===== src/rtl/slow_strobe_capture_fifo.sv =====
// Captures din into a show-ahead FIFO on synchronised edges of a slow strobe wclk.
// Optional macro STROBE_CNT_EN adds a saturating detected-edge counter output edge_cnt.
module slow_strobe_capture_fifo #(
    parameter int WIDTH       = 8,
    parameter int DEPTH       = 4,
    parameter int SYNC_STAGES = 2,
    parameter int EDGE_MODE   = 0
) (
    input  logic                     rclk,
    input  logic                     rst_n,
    input  logic                     wclk,
    input  logic [WIDTH-1:0]         din,
    output logic [WIDTH-1:0]         dout,
    output logic                     out_valid,
    input  logic                     out_ready,
    output logic [$clog2(DEPTH):0]   count,
    output logic                     ovf,
`ifdef STROBE_CNT_EN
    output logic [15:0]              edge_cnt,
`endif
    input  logic                     ovf_clr
);

    localparam int AW = $clog2(DEPTH);
    localparam int PW = AW + 1;
    localparam bit RISE_EN = (EDGE_MODE == 0) || (EDGE_MODE == 2);
    localparam bit FALL_EN = (EDGE_MODE == 1) || (EDGE_MODE == 2);

    logic [SYNC_STAGES-1:0] sync_r;
    logic                   prev_r;
    logic                   edge_r;
    logic                   rise_s;
    logic                   fall_s;

    logic [WIDTH-1:0]       mem_r [DEPTH];
    logic [PW-1:0]          wptr_r;
    logic [PW-1:0]          rptr_r;
    logic [PW-1:0]          count_r;
    logic [WIDTH-1:0]       dout_r;
    logic                   out_valid_r;
    logic                   ovf_r;

    logic                   rd_s;
    logic                   full_s;
    logic                   wr_en_s;
    logic                   drop_s;
    logic [PW-1:0]          rptr_nxt_s;
    logic [PW-1:0]          wptr_nxt_s;
    logic [PW-1:0]          count_nxt_s;
    logic [WIDTH-1:0]       dout_nxt_s;

    // Synchroniser chain, previous-sample flop and registered edge pulse
    always_ff @(posedge rclk or negedge rst_n) begin
        if (!rst_n) begin
            sync_r <= '0;
            prev_r <= 1'b0;
            edge_r <= 1'b0;
        end else begin
            sync_r <= {sync_r[SYNC_STAGES-2:0], wclk};
            prev_r <= sync_r[SYNC_STAGES-1];
            edge_r <= (rise_s & RISE_EN) | (fall_s & FALL_EN);
        end
    end

    // Edge detection, FIFO control and next head value
    always_comb begin
        rise_s      = sync_r[SYNC_STAGES-1] & ~prev_r;
        fall_s      = ~sync_r[SYNC_STAGES-1] & prev_r;
        full_s      = (count_r == PW'(DEPTH));
        rd_s        = out_valid_r & out_ready;
        wr_en_s     = edge_r & (~full_s | rd_s);
        drop_s      = edge_r & full_s & ~rd_s;
        rptr_nxt_s  = rd_s ? (rptr_r + PW'(1)) : rptr_r;
        wptr_nxt_s  = wr_en_s ? (wptr_r + PW'(1)) : wptr_r;
        case ({wr_en_s, rd_s})
            2'b10:   count_nxt_s = count_r + PW'(1);
            2'b01:   count_nxt_s = count_r - PW'(1);
            default: count_nxt_s = count_r;
        endcase
        // A write landing in the slot that becomes the head must be forwarded from din
        if (count_nxt_s == PW'(0)) begin
            dout_nxt_s = dout_r;
        end else if (wr_en_s && (wptr_r == rptr_nxt_s)) begin
            dout_nxt_s = din;
        end else begin
            dout_nxt_s = mem_r[rptr_nxt_s[AW-1:0]];
        end
    end

    // FIFO storage, pointers, occupancy, registered head and overflow flag
    always_ff @(posedge rclk or negedge rst_n) begin
        if (!rst_n) begin
            for (int i = 0; i < DEPTH; i++) begin
                mem_r[i] <= '0;
            end
            wptr_r      <= '0;
            rptr_r      <= '0;
            count_r     <= '0;
            dout_r      <= '0;
            out_valid_r <= 1'b0;
            ovf_r       <= 1'b0;
        end else begin
            if (wr_en_s) begin
                mem_r[wptr_r[AW-1:0]] <= din;
            end
            wptr_r      <= wptr_nxt_s;
            rptr_r      <= rptr_nxt_s;
            count_r     <= count_nxt_s;
            dout_r      <= dout_nxt_s;
            out_valid_r <= (count_nxt_s != PW'(0));
            if (drop_s) begin
                ovf_r <= 1'b1;
            end else if (ovf_clr) begin
                ovf_r <= 1'b0;
            end
        end
    end

    assign dout      = dout_r;
    assign out_valid = out_valid_r;
    assign count     = count_r;
    assign ovf       = ovf_r;

`ifdef STROBE_CNT_EN
    logic [15:0] edge_cnt_r;

    // Saturating count of every edge pulse, cleared together with ovf
    always_ff @(posedge rclk or negedge rst_n) begin
        if (!rst_n) begin
            edge_cnt_r <= 16'h0000;
        end else if (ovf_clr) begin
            edge_cnt_r <= 16'h0000;
        end else if (edge_r && (edge_cnt_r != 16'hFFFF)) begin
            edge_cnt_r <= edge_cnt_r + 16'h0001;
        end
    end

    assign edge_cnt = edge_cnt_r;
`endif

endmodule


===== config.mk =====
export PLATFORM = sky130hd
export DESIGN_NAME = slow_strobe_capture_fifo
export DESIGN_NICKNAME = d
export VERILOG_FILES = /design/src/rtl/slow_strobe_capture_fifo.sv
export SDC_FILE = /design/constraint.sdc
export NUM_CORES = 1
export LEC_CHECK = 0
export ABC_CLOCK_PERIOD_IN_PS = 3200
export CORE_MARGIN = 5
export CORE_UTILIZATION = 45
export CTS_CLUSTER_SIZE = 14
export DETAILED_ROUTE_END_ITERATION = 8
export PLACE_DENSITY = 0.66
export SLEW_MARGIN = 15
export SYNTH_ARGS = -nofsm -noshare
export SYNTH_HDL_FRONTEND = slang
export SYNTH_SLANG_ARGS = --single-unit

===== constraint.sdc =====
create_clock -name rclk -period 3.2 [get_ports rclk]
set_clock_uncertainty 0.1 [all_clocks]
set_input_delay 0.64 -clock rclk [delete_from_list [all_inputs] [get_ports rclk]]
set_output_delay 0.64 -clock rclk [all_outputs]
set_load 0.02 [all_outputs]

Yosys cells after proc, flatten, opt, wreduce, memory -nomap -nowiden. Cells that the tools add are included.

Register bits after elaboration: 55. Latch bits: 0. Bits in writable memories: 0. Bits in read-only memories: 0. Input port bits: 13. Output and inout bits: 13. Word-level logic and storage cells: 51. Memories: 0.

Add/sub/neg operators: 4. Multipliers: 0. Div/mod/pow operators: 0. Order comparisons: 3. Equal/unequal tests: 4. Shift-type cells: 0. Multiplexer cells: 11. Bitwise operators: 11. Reductions and logical operators: 5.

Operator list (number): bitwise mux 32 bit (1); 2-to-1 mux 8 bit (4); binary-select mux 8 bit (select 2 bit) (1); demux 8 bit (select 2 bit) (1); adder 3 x 1 -> 3 bit (second input constant) (3); greater-or-equal comparator 3 bit (second input constant) (2); inverter 2 -> 3 bit (2); one-hot mux 3 bit (2 select lines) (1); bitwise AND 1 bit (5); equality test 3 bit (1); equality test 3 bit (second input constant) (1); logical NOT 3 bit (1); < comparator 3 x 1 -> 1 bit (second input constant) (1); 2-to-1 mux 3 bit (1); inverter 1 bit (3); nonzero test 3 bit (1); subtractor 3 x 1 -> 3 bit (second input constant) (1); equality test 2 x 1 -> 1 bit (second input constant) (1); equality test 2 bit (second input constant) (1); logical AND 1 bit (2); 2-to-1 mux 1 bit (2); nonzero test 2 bit (1); bitwise OR 1 bit (1).

Logic depth before layout (Yosys ltp). Gate-level depths: netlist of run 1.

Word-level depth: 7. Depth in mapped cells: 12. Depth with buffers taken out: 12.

Worst setup path after synthesis of run 1. Ideal clock, no wire load.

Kind: in2reg. Start: input out_ready. End: register dout_r[0], in the netlist dout[0]. Arrival time: 2716 ps. Slack: 258 ps. Stages: 12. Buffers on the path: 0. Cells stage by stage: nand2_2 a31oi_4 inv_1 ha_1 inv_1 fa_1 xor2_1 o21a_1 nor4_4 inv_2 nor2_1 a21oi_1.

Cells in the longest elaborated chain, start to end: 7. Elaborated cells on any way between the ends: 15. Those cells by class: eq/ne (3); mux (6); bitwise (4); reduce/logical (2).

RTL lines: from (decl) (line 15) `input logic out_ready,`; bitwise AND 1 bit (*) (line 70) `rd_s = out_valid_r & out_ready;`; 2-to-1 mux 3 bit (line 73) `rptr_nxt_s = rd_s ? (rptr_r + PW'(1)) : rptr_r;`; inverter 2 -> 3 bit (implied by the code) (line 86) `dout_nxt_s = mem_r[rptr_nxt_s[AW-1:0]];`; binary-select mux 8 bit (select 2 bit) (line 86); 2-to-1 mux 8 bit (implied by the code) (2 in a row) (line 86); 2-to-1 mux 8 bit (line 83) `end else if (wr_en_s && (wptr_r == rptr_nxt_s)) begin`; to (signal assigned) (line 109) `dout_r <= dout_nxt_s;`; to (decl) (line 39) `logic [WIDTH-1:0] dout_r;`.

Every way passes the cells marked *; elsewhere a longest branch is shown, timed or not. The select of a mux whose other input is x is not followed. A chain may end at the register's enable or synchronous reset.

Worst setup path after layout of run 1.
Start: register count_r[0], in the netlist count[0]. End: register dout_r[2], in the netlist dout[2].

Cells in the longest elaborated chain, start to end: 7. Elaborated cells on any way between the ends: 12. Those cells by class: add/sub (2); eq/ne (3); mux (2); bitwise (3); reduce/logical (2).

RTL lines: from (decl) (line 38) `logic [PW-1:0] count_r;`; from (signal assigned) (line 108) `count_r <= count_nxt_s;`; equality test 3 bit (line 69) `full_s = (count_r == PW'(DEPTH));`; inverter 1 bit (line 71) `wr_en_s = edge_r & (~full_s | rd_s);`; bitwise OR 1 bit (line 71); bitwise AND 1 bit (line 71); equality test 2 x 1 -> 1 bit / equality test 2 bit (equally long branches) (line 75) `case ({wr_en_s, rd_s})`; one-hot mux 3 bit (2 select lines) (line 75); logical NOT 3 bit (line 81) `if (count_nxt_s == PW'(0)) begin`.

Several ways; a longest one is shown, not always the timed one.

==> results of run 1 <==
## registers in the layout (all words and copies together), names as in the netlist
register   count
out_valid      1
mem_r         32
ovf            1
rptr_r         3
wptr_r         3
count          3
dout           8
prev_r         1
sync_r         2
edge_r         1
## metrics by stage
stage                     setup slack, ns  cells  TNS, ns  power [mW]  hold WS [ns]
final                              0.3531    308        0       3.333        0.2533
after global placement            -0.1218    299  -0.8960       2.944        0.2322
after detailed placement          -0.2078    299   -1.513       2.991        0.2355
after CTS                          0.1104    307        0       3.367        0.2599
after floorplan                    0.2581    185        0       2.349        0.2312
after global routing               0.1199    308        0       3.616        0.2740
## cells by family after synthesis
kind of cell,Yosys count
fa+ha+maj,7
buf+inv,13
mux,41
simple gates,27
flops,55
compound gates,33
xor+xnor,9
## path summary, 6_finish.rpt
path / start / cells after the start / to
worst min-delay path: sync_r[0] / 0 / sync_r[1]
min in group asynchronous: rst_n / 2 / sync_r[0]
worst max register to register: count[0] / 12 / dout[2]
worst max-delay path: count[0] / 12 / dout[2]
max in group asynchronous: rst_n / 2 / dout[2]
worst min register to register: sync_r[0] / 0 / sync_r[1]
## critical path, delay by kind of cell (launching register included)
kind                       cells  cell delay, ns
adders and majority gates      2            0.59
buffers and inverters          3            0.36
and+or+nand+nor                2            0.57
xor gates and xnor gates       1            0.19
DFF                            1            0.43
AOI/OAI and AO/OA              4            0.56
## power groups by stage
stage	Sequential, mW	Combinational (mW)	Clock (mW)
CTS	1.23	1.75	0.386
global placement	1.24	1.71	0
finish	1.23	1.73	0.370
detailed placement	1.25	1.74	0
global route	1.27	1.93	0.417
floorplan	1.28	1.07	0
## cell usage after synthesis, drive strengths merged
cell    count  share of area
and3        1         0.0029
a31oi       1         0.0083
xnor2       5          0.024
a21oi       9          0.019
xnor3       1         0.0088
or2         1         0.0024
nand4       2         0.0049
a41oi       8          0.027
xor2        3          0.010
a21bo       1         0.0039
nor3        1         0.0019
mux2       32           0.14
mux4        8          0.075
nor4        1         0.0083
nor2       10          0.016
dfrtp      55           0.54
a21boi      1         0.0029
o21a        1         0.0029
ha          6          0.029
fa          1         0.0078
nand2       6         0.0098
mux2i       1         0.0039
nand3       4         0.0078
inv        13          0.020
nor2b       1         0.0024
o21ai      12          0.023
## per-layer routing
metal / global-route usage / up-vias
li1: - / 777
met1: 0.2230 / 856
met2: 0.2556 / 18
met3: 0.04131 / 6
met4: 0.04317 / 0
met5: 0 / -
## timing repair
| action | in CTS | in global routing |
|---|---|---|
| hold buffers | 0 | 0 |
| resized for setup | 0 | 2 |
| endpoints found under the setup margin | 0 | 8 |
| setup buffers | 0 | 1 |
## area by class of cell
cell class	instances	area share
clock buffers	6	0.02322
clock inverters	2	0.004003
inverters	13	0.01641
multi-input cells	117	0.3647
flip-flops and latches	55	0.4404
well taps	72	0.02882
repair buffers	43	0.1225
==> results_dict.tcl, run 1 <==
set metrics [dict create \
    cell_internal_pwr_mw 2.101 \
    detail_route.wl_per_cell_um 16.77 \
    postLayoutCoreUtil 0.5676 \
    timing.final.max_slew_violations 0 \
    peakVddDrop_mv 0.4291 \
    fmax_mhz 351.3 \
    p_leak_nw 1.361 \
    synth_compound_area_frac 0.08780 \
    die_area_um2 7309 \
    synthToLayoutAreaGrowth_pct 21.85 \
    wl_met2_um 2519 \
    globalRouteOverflowTotal 0 \
    period_needed_ns 2.847 \
    timing.hold.worst.class "register to register" \
    post_drt_via_cell_ratio 5.380 \
    diodes 0 \
    antenna_violation_net_count_after_detailed_routing 0 \
    hpwl_um 3587 \
    wl_um 5166 \
    maxUsedRoutingLayer "met4" \
    rows 27 \
    critical-path-slowest-cell "sky130_fd_sc_hd__dfrtp_1" \
    period_share 0.8897 \
    nets 255 \
    crit_path_end_kind "register" \
    cts_sinks 55 \
    boundaryPins 26 \
    clk_pin_slew_worst_paths_ns 0.09 \
    post_synth_mux_area_share 0.2190 \
    initial_cell_density_of_the_core 0.4658 \
    postSynthCellCount 185 \
    avg_inst_size_synth_um2 13.86 \
    cts-root-to-sink-buffers 2 \
    crit_path_start_kind "register" \
    worst-r2r-setup-slack_ns 0.35 \
    synth_top_family_by_area "multiplexers" \
    vias 1657 \
    area.sequential_um2 1376 \
    layout_commonest_cell "sky130_fd_sc_hd__dfrtp_1" \
    synth-seq-cells 55 \
    worst-endpoint-required_ns 3.33 \
    numCtsBuffers 5 \
    final_design_area_no_fill_um2 3126 \
    share_seq_of_total_power 0.369 \
    io_buffer_count 25 \
    ctsHtreeMaxLevel 2 \
    setup_repair_after_global_routing_missed_its_margin "false" \
    final.fill_count 468 \
    grt_start_max_net_pins 56 \
    die_w_um 85.50 \
    die_y_um 85.50 \
    met3_wl_um 183 \
    clock_tree.root_cell "sky130_fd_sc_hd__clkbuf_8" \
    worst_path_most_repeated_cell "sky130_fd_sc_hd__inv_1" \
    post-route-drc-count 0 \
    grtUsageTotal 0.1618 \
    synth_simple_gate_area_frac 0.05610 \
    max-cap-violations 0 \
    maximum_single_stage_delay_on_the_critical_path_ns 0.43 \
    syn-num-nets 205 \
    global_route_wire_length_before_repair_um 9190 \
    combPwrFrac 0.520 \
    timing.critical_path.cells "nor2_1 -> a31oi_4 -> inv_1 -> ha_2 -> inv_1 -> fa_1 -> xor2_1 -> o21a_1 -> nor4_4 -> buf_4 -> a41oi_1 -> a21oi_1" \
    yosysUniqueCellTypes 33 \
    finalHoldViolations 0 \
    timing.critical_path.fanout_max 7 \
    via_count_of_the_first_global_routing_pass 1777 \
    cts_tree "built" \
    fraction_of_the_yosys_area_taken_by_sequential_cells 0.5366 \
    drive_gt1_frac 0.3178 \
    core_area_um2 5507 \
    tightest_slew_ns 0.6884 \
    drt_first_iter_violations 75 \
    post_dp_cell_area_um2 3028 \
    post_synth_xor_area_fraction 0.04341 \
    wl_met1_um 2404 \
    switching_power_mw 1.232 \
    power.share.switching 0.3697 \
    multiInputGateArea_um2 1140 \
    synthesis.area_um2 2565 \
    worst_rel_slew_slack 0.5411 \
    critPathArrivalTime_ns 2.98 \
    power_density_nw_per_um2 1066 \
    outcome "completed" \
    ys_warn_count 0 \
    proportion_of_power_drawn_by_the_clock_network 0.111 \
    antenna_violations_before_repair 0 \
    crit_path_kind "register to register" \
    firstDrtPassIters 4 \
    synth_fa_ha_area_frac 0.03707 \
    commonest_cells_after_routing_fill_and_taps_aside "sky130_fd_sc_hd__dfrtp_1, sky130_fd_sc_hd__mux2_2, sky130_fd_sc_hd__clkdlybuf4s50_1" \
    routabilityCongestion 0.7725 \
    report.final.setup_viol 0 \
    clock_insertion_delay_worst_skew_ns 0.30 \
]
Note: power is estimated with default switching activity, not from simulation.
==> run 2, diff against run 1 <==
--- a/config.mk
+++ b/config.mk
@@ -10,7 +10,8 @@
 export CORE_UTILIZATION = 45
 export CTS_CLUSTER_SIZE = 14
 export DETAILED_ROUTE_END_ITERATION = 8
-export PLACE_DENSITY = 0.66
+export DONT_BUFFER_PORTS = 1
+export PLACE_DENSITY = 0.64
 export SLEW_MARGIN = 15
 export SYNTH_ARGS = -nofsm -noshare
 export SYNTH_HDL_FRONTEND = slang
==> run 2 against run 1 <==
Count of clock-buffer cells in the layout is 1 higher; core utilization is 5.5 points lower; combinational power is 20% lower; fmax is 2.8% lower; largest cell class unchanged; die area stayed put; cell count is 12% lower; critical path type unchanged; via count is 6.6% lower; sequential cell count stayed put; final area is 9.6% lower; highest routed layer unchanged.
==> results_dict.tcl, run 2 (synthesized netlist as in run 1, its figures left out) <==
set metrics [dict create \
    period_needed_ns 2.930 \
    worst_r2r_startpoint "out_valid" \
    die_y_um 85.50 \
    routabilityCongestion 0.7372 \
    crit_path_end_kind "register" \
    crit_path_start_kind "register" \
    hpwl_um 3497 \
    grtUsageTotal 0.1510 \
    cts_sinks 55 \
    io_buffer_count 0 \
    vias 1548 \
    boundaryPins 26 \
    firstDrtPassIters 4 \
    globalRouteOverflowTotal 0 \
    numCtsBuffers 5 \
    worst-r2r-setup-slack_ns 0.27 \
    worst_setup_path_endpoint "dout[3]" \
    cts_setup_buffers 0 \
    synthToLayoutAreaGrowth_pct 10.10 \
    r2r.worst_path.cells 12 \
    p_total_mw 3.121 \
    detail_route.wl_per_cell_um 18.89 \
    grt_start_max_net_pins 56 \
    max-cap-violations 0 \
    report.final.setup_viol 0 \
    clock_insertion_delay_worst_skew_ns 0.30 \
    via_count_of_the_first_global_routing_pass 1572 \
    crit_path_kind "register to register" \
    p_leak_nw 1.215 \
    cts_tree "built" \
    global_route_wire_length_before_repair_um 8583 \
    critPathArrivalTime_ns 3.06 \
    drt_first_iter_violations 114 \
    setup_repair_after_global_routing_missed_its_margin "false" \
    placed_cells 262 \
    antenna_violation_net_count_after_detailed_routing 0 \
    outcome "completed" \
    worst_rel_slew_slack 0.5732 \
    fmax_mhz 341.3 \
    worst_r2r_endpoint "dout[3]" \
    timing.setup.tns_ns 0 \
    antenna_violations_before_repair 0 \
    nets 218 \
    drive_gt1_frac 0.3116 \
    clk_pin_slew_worst_paths_ns 0.10 \
    diodes 0 \
    initial_cell_density_of_the_core 0.4658 \
    post-route-drc-count 0 \
    timing.hold.worst.class "input pin to asynchronous set/reset pin" \
    finalHoldViolations 0 \
    cts-resized-gates 0 \
    period_share 0.9156 \
    cp-startpoint "out_valid" \
    max_flop_register "mem_r" \
    die_area_um2 7309 \
    commonest_cells_after_routing_fill_and_taps_aside "sky130_fd_sc_hd__dfrtp_1, sky130_fd_sc_hd__mux2_2, sky130_fd_sc_hd__o21ai_0" \
    largest_register_ff_count 32 \
    power_density_nw_per_um2 1105 \
    layout.cells.non_filler 271 \
    timing.critical_path.fanout_max 8 \
    rows 27 \
    clock_tree.root_cell "sky130_fd_sc_hd__clkbuf_8" \
    wl_um 5118 \
    post_drt_via_cell_ratio 5.712 \
    peakVddDrop_mv 0.4426 \
    layout_commonest_cell "sky130_fd_sc_hd__dfrtp_1" \
    timing.final.max_slew_violations 0 \
    cts-root-to-sink-buffers 2 \
    core_area_um2 5507 \
    tightest_slew_ns 0.6356 \
    postLayoutCoreUtil 0.5128 \
    worst-endpoint-required_ns 3.33 \
    ctsHtreeMaxLevel 2 \
    die_w_um 85.50 \
]
## run 2: worst max-delay path, cell delays in order (launching register included)
cell	delay (ns)
sky130_fd_sc_hd__dfrtp_1	0.50
sky130_fd_sc_hd__nand2_2	0.19
sky130_fd_sc_hd__a31oi_4	0.10
sky130_fd_sc_hd__inv_1	0.11
sky130_fd_sc_hd__ha_1	0.19
sky130_fd_sc_hd__inv_1	0.07
sky130_fd_sc_hd__fa_1	0.40
sky130_fd_sc_hd__xor2_1	0.19
sky130_fd_sc_hd__o21a_1	0.21
sky130_fd_sc_hd__nor4_4	0.32
sky130_fd_sc_hd__buf_4	0.21
sky130_fd_sc_hd__a41oi_1	0.07
sky130_fd_sc_hd__a21oi_1	0.20
## run 2: worst min path at each step
stage                     startpoint         to  slack [ns]  cells after the start
after floorplan            sync_r[0]  sync_r[1]        0.23                      0
after global placement     sync_r[0]  sync_r[1]        0.23                      0
after detailed placement   sync_r[0]  sync_r[1]        0.24                      0
after CTS                      rst_n  mem_r[17]        0.08                      1
after global routing           rst_n     edge_r        0.09                      1
final                          rst_n  mem_r[17]        0.08                      1
## run 2: through the flow
stage	hold WS, ns	area (um^2)	worst slack [ns]
after floorplan	0.2312	2565	0.2581
after global placement	0.2325	2693	0.2929
after detailed placement	0.2396	2693	0.2107
after CTS	0.08317	2824	0.2775
after global routing	0.08891	2824	0.09539
final	0.07909	2824	0.2701
## run 2: final cells by class
class / instances / area (um^2)
clock buffer: 7 / 96.34
inverter: 13 / 51.30
fill: 465 / 2683
sequential: 55 / 1376
multi-input combinational: 117 / 1137
tap: 72 / 90.09
timing repair buffer: 6 / 65.06
clock inverter: 1 / 7.507
## run 2: metal layers
layer  up-vias  wire (um)  GRT usage
li1        710          -          -
met4         0         61    0.03885
met3         5        417    0.04803
met2        37       2469     0.2394
met5         -          0          0
met1       796       2170     0.2021
## run 2: power by group
group,total [mW],switching (mW),internal (mW)
registers,1.31,0.286,1.03
clock network,0.417,0.220,0.197
logic,1.39,0.703,0.689
total,3.12,1.21,1.91
## run 2: repair_timing
action                                  4_1_cts  5_1_grt
hold buffers                                  1        0
endpoints found under the setup margin        0        0
endpoints found under the hold margin        55        0
==> run 3, diff against run 2 <==
--- a/config.mk
+++ b/config.mk
@@ -8,6 +8,7 @@
 export ABC_CLOCK_PERIOD_IN_PS = 3200
 export CORE_MARGIN = 5
 export CORE_UTILIZATION = 45
+export CTS_CLUSTER_DIAMETER = 120
 export CTS_CLUSTER_SIZE = 14
 export DETAILED_ROUTE_END_ITERATION = 8
 export DONT_BUFFER_PORTS = 1
==> results of run 3 <==
The final DEF is identical to that of run 2; final timing and power are the same.
